$ cat config.mk
export PLATFORM = sky130hd
export DESIGN_NAME = pixel_plot_buffer
export DESIGN_NICKNAME = d
export VERILOG_FILES = /design/src/rtl/pixel_plot_buffer.sv
export SDC_FILE = /design/constraint.sdc
export NUM_CORES = 1
export LEC_CHECK = 0
export CAP_MARGIN = 5
export CELL_PAD_IN_SITES_DETAIL_PLACEMENT = 0
export CELL_PAD_IN_SITES_GLOBAL_PLACEMENT = 1
export CORE_UTILIZATION = 45
export DETAILED_ROUTE_END_ITERATION = 8
export PLACE_DENSITY = 0.76
export SETUP_SLACK_MARGIN = 0.15
export SLEW_MARGIN = 20
export SYNTH_ARGS = -nofsm -noshare
export SYNTH_HDL_FRONTEND = slang
export SYNTH_SLANG_ARGS = --single-unit
$ cat constraint.sdc
create_clock -name clk -period 3.7 [get_ports clk]
set_input_delay 0.37 -clock clk [delete_from_list [all_inputs] [get_ports clk]]
set_output_delay 0.37 -clock clk [all_outputs]
set_load 0.05 [all_outputs]
$ cat src/rtl/pixel_plot_buffer.sv
// Clip-and-buffer stage between the draw-engine mux and the VGA adapter.
// On-screen plot requests go through a first-word-fall-through FIFO that drains at most one per clock.
module pixel_plot_buffer #(
  parameter int DEPTH    = 16,
  parameter int SCREEN_W = 160,
  parameter int SCREEN_H = 120
) (
  input  logic                         clk,
  input  logic                         rst_n,
  input  logic [7:0]                   in_x,
  input  logic [6:0]                   in_y,
  input  logic [2:0]                   in_colour,
  input  logic                         in_plot,
  output logic                         in_ready,
  output logic [7:0]                   out_x,
  output logic [6:0]                   out_y,
  output logic [2:0]                   out_colour,
  output logic                         out_plot,
  input  logic                         out_ready,
  output logic [$clog2(DEPTH+1)-1:0]   level,
  output logic [15:0]                  dropped
);

  localparam int AW = $clog2(DEPTH);
  localparam int LW = $clog2(DEPTH+1);

  typedef enum logic {S_EMPTY, S_VALID} state_t;

  state_t          state_q, state_d;
  logic [17:0]     mem [DEPTH];
  logic [AW-1:0]   wr_ptr_q, wr_ptr_d;
  logic [AW-1:0]   rd_ptr_q, rd_ptr_d;
  logic [LW-1:0]   level_q, level_d;
  logic [LW-1:0]   fifo_cnt;
  logic [15:0]     dropped_q, dropped_d;
  logic [17:0]     out_data_q, out_data_d;

  logic accept, on_screen, push, clip, pop, fifo_empty, load, fifo_rd, bypass, fifo_wr;

  // Output register counts toward level, so the FIFO part holds level minus one while VALID.
  assign in_ready   = (level_q < LW'(DEPTH));
  assign accept     = in_plot && in_ready;
  assign on_screen  = (32'(in_x) < SCREEN_W) && (32'(in_y) < SCREEN_H);
  assign push       = accept && on_screen;
  assign clip       = accept && !on_screen;
  assign pop        = (state_q == S_VALID) && out_ready;
  assign fifo_cnt   = level_q - LW'(state_q == S_VALID);
  assign fifo_empty = (fifo_cnt == '0);
  assign load       = (state_q == S_EMPTY) || pop;
  assign fifo_rd    = load && !fifo_empty;
  assign bypass     = load && fifo_empty && push;
  assign fifo_wr    = push && !bypass;

  always_comb begin
    state_d = state_q;
    case (state_q)
      S_EMPTY: if (push || !fifo_empty) state_d = S_VALID;
      S_VALID: if (pop && fifo_empty && !push) state_d = S_EMPTY;
      default: state_d = S_EMPTY;
    endcase
  end

  always_comb begin
    wr_ptr_d   = wr_ptr_q;
    rd_ptr_d   = rd_ptr_q;
    level_d    = level_q;
    dropped_d  = dropped_q;
    out_data_d = out_data_q;
    if (fifo_wr) wr_ptr_d = wr_ptr_q + AW'(1);
    if (fifo_rd) begin
      rd_ptr_d   = rd_ptr_q + AW'(1);
      out_data_d = mem[rd_ptr_q];
    end else if (bypass) begin
      out_data_d = {in_x, in_y, in_colour};
    end
    if (push && !pop) level_d = level_q + LW'(1);
    else if (!push && pop) level_d = level_q - LW'(1);
    if (clip && dropped_q != 16'hFFFF) dropped_d = dropped_q + 16'd1;
  end

  // Storage has no reset so it can map onto RAM; stale contents are unreachable once pointers clear.
  always_ff @(posedge clk) begin
    if (fifo_wr) mem[wr_ptr_q] <= {in_x, in_y, in_colour};
  end

  always_ff @(posedge clk or negedge rst_n) begin
    if (!rst_n) begin
      state_q    <= S_EMPTY;
      wr_ptr_q   <= '0;
      rd_ptr_q   <= '0;
      level_q    <= '0;
      dropped_q  <= '0;
      out_data_q <= '0;
    end else begin
      state_q    <= state_d;
      wr_ptr_q   <= wr_ptr_d;
      rd_ptr_q   <= rd_ptr_d;
      level_q    <= level_d;
      dropped_q  <= dropped_d;
      out_data_q <= out_data_d;
    end
  end

  assign out_plot   = (state_q == S_VALID);
  assign out_x      = out_data_q[17:10];
  assign out_y      = out_data_q[9:3];
  assign out_colour = out_data_q[2:0];
  assign level      = level_q;
  assign dropped    = dropped_q;

endmodule

==> metrics.csv <==
metric,value,unit
total power draw,12.1,mW
Detailed Route WL,27200,µm
filler-free cell count of the finished design,1192,
synthesized instance count,681,
CTS clock-pin slew for the worst setup and hold paths,0.06,ns
Worst Skew,0.00949,ns
fillers,2178,
die span in y,174,µm
TritonCTS Sinks,336,
Final Hold Slack,0.462,ns
number of flops mapped to enable cells by yosys,288,
dpl hpwl,17000,µm
per-cell routed wire length,22.8,µm
total setup violations reported at the end of the flow,0,
number of input and output port buffers inserted,62,
fraction of final layout cells with drive strength greater than 1,27.8,%
"synthesized-area fraction occupied by ao, oa, aoi and oai cells",2.55,%
H-tree Lvls,2,
maximum fanout along the worst path,15,
post-synthesis mux area share,15.5,%
number of synthesized register bits,336,
fraction of registers with async set/reset,14.3,%
cell count after placement,1128,
number of buffers and inverters on the critical path,3,
required time at the endpoint of the critical path,4.08,ns
status,finished clean,
MaxCap Viol Count,0,
worst setup path category,primary input to flop,
final antenna diode count,0,
flip-flop cell with the highest count after synthesis,edfxtp_1,
iteration-0 DRC count of the detailed router,684,
slowest stage cell on the critical path,clkdlybuf4s50_1,
P&R area growth vs syn,19.0,%
nets,816,
"Seq/Total Area, Yosys",74.0,%
adder and majority cell fraction of the synthesized area,1.18,%
final weighted congestion in routability-driven placement,0.792,
maximum buffer depth of the clock tree,3,
Overflow after GRT,0,
vias in the first global route,7044,
kind of cell with the highest combined delay on the critical path,buffers and inverters,
post-synthesis cell area,0.0133,mm²
vias after detailed routing,6751,
distinct cell type count after synthesis,34,
Final min period,3.11,ns
detailed-router iteration count before antenna repair,5,
overall die area,0.0303,mm²
"commonest cells after routing, fill and taps aside","edfxtp_1, mux4_2, clkdlybuf4s50_1, dfrtp_1, mux2_2",
Simple-Gate Fraction of Synth Area,3.61,%
Arrival @ worst endpoint,3.49,ns
maximum number of pins on one net before global-route repair,39,
number of post-CTS setup repair buffers,0,
fin crit share,84.0,%
type of the most critical hold path,primary input to asynchronous set/reset pin,
row cnt,62,
width of the die,174,µm
leakage power summed over all cells,5.29,nW
worst-case headroom to the max-slew limit,32.1,%
Least-Margin Pin Slew,1.02,ns
initial antenna violation count,0,
clock tree root driver cell,clkbuf_16,
main combinational cell family by area after synthesis,multiplexers,
number of antenna-violating nets in the routed design,0,
total of warnings raised by yosys,0,
"commonest non-fill, non-tap cell in the layout",edfxtp_1,
maximum clock rate,322,MHz
Area after DPL,0.0146,mm²
maximum ir drop on the vdd rail,0.000512,V
placeable core region,0.0289,mm²
finished layout cell area,0.0158,mm²
Power Density,761,mW/mm²
Setup TNS,0,ns
kind of end point of the critical path,flop,
Avg Inst Size Synth,19.6,µm²
GR Util All Layers,18.5,%
ports placed on the boundary,63,
insertion delay to the later sink of the worst-skew pair,0.50,ns
TritonCTS buffer count,35,
fin. max-slew vios,0,
global-route wire length before repair,42200,µm
Synthesized Nets,715,
CP startpoint kind,primary input,
max incr delay on CP,0.90,ns
DRC,0,
detailed-route vias per instance,5.66,
setup repair after global routing missed its margin,false,
crit-path cells,clkdlybuf4s50_1 > nand4_1 > nand4_1 > inv_1 > ha_1 > inv_1 > ha_1 > a21o_1 > a21oi_1 > xnor2_1 > nor2_1 > xnor2_1,
final number of hold-violating endpoints,0,
clock tree from TritonCTS,done,
Starting Density,46.0,%
Synth Area in XOR/XNOR,1.71,%
[cell usage after synthesis, types with 5 or more instances]
library cell  instances  share of area, %
xnor2_1              22               1.4
buf_2                 9              0.34
a21oi_1               5              0.19
ha_1                 11               1.0
nand3_1               7              0.26
inv_1                 9              0.25
edfxtp_1            288                65
mux4_2               72                12
nand4_1              12              0.56
a31oi_1              19              0.89
clkbuf_1             14              0.39
nor2_1               36               1.0
a22oi_1              18               1.0
mux2_2               39               3.3
dfrtp_1              48               9.0
nand2_1              30              0.85
[sequential cells by signal, indices dropped and copies added, names as in the netlist]
signal      cells
wr_ptr_q        4
dropped        16
rd_ptr_q        4
mem           288
out_data_q     18
out_plot        1
level           5
[layout make-up]
cell class	count	area, µm²	share of cell area [%]
Multi-Input combinational cell	304	3330	21.0
Clock buffer	50	1060	6.72
Clock inverter	13	169	1.07
Sequential cell	336	9850	62.2
Inverter	9	33.8	0.213
Tap cell	384	480	3.03
Timing Repair Buffer	96	911	5.75
[where the power goes]
part | total [mW] | internal (mW) | leakage, nW | switching [mW]
Combinational | 3.53 | 1.66 | 1.51 | 1.86
Sequential | 4.87 | 4.43 | 3.17 | 0.441
Clock | 3.66 | 2.28 | 0.607 | 1.38
[per-stage QoR]
stage	util (%)	worst slack [ns]
2_1_floorplan	-	0.501
3_3_place_gp	50.4	0.200
3_5_place_dp	50.4	0.102
4_1_cts	54.7	0.620
5_1_grt	54.7	0.429
6_report	54.7	0.591
[routing by layer]
metal  GRT usage, %  vias to the layer above  wire (µm)  share of wire [%]
met2           29.3                      216      12900                 48
li1               -                     2930          -                  -
met3           2.82                       45       1460                5.4
met5              0                        -          0                  0
met4           4.64                        0        455                1.7
met1           27.2                     3560      12300                 45
[path summary, 6_finish.rpt]
| kind | start | end | slack (ns) | cells past startpoint |
|---|---|---|---|---|
| setup / recovery | in_y[3] | level[4] | 0.59 | 12 |
| hold / removal | rst_n | dropped[1] | 0.46 | 2 |
| setup reg to reg | level[0] | mem[15][16] | 1.17 | 9 |
| hold reg to reg | dropped[5] | dropped[5] | 0.50 | 1 |
| max in group asynchronous | rst_n | rd_ptr_q[1] | 2.36 | 3 |
| min in group clk | dropped[5] | dropped[5] | 0.50 | 1 |
[timing repair]
item	4_1_cts	5_1_grt
hold buffers	1	0
hold endpoints to repair	24	0
gates resized for setup	0	0
[cells by family (layout without fill, tap and decap cells)]
group           after synthesis  in the layout
mux                         111            111
flops                       336            336
compound gates               51             51
xor+xnor                     26             26
fa+ha+maj                    12             12
buf+inv                      41            168
simple gates                104            104
(Power assumes the default switching activity.)
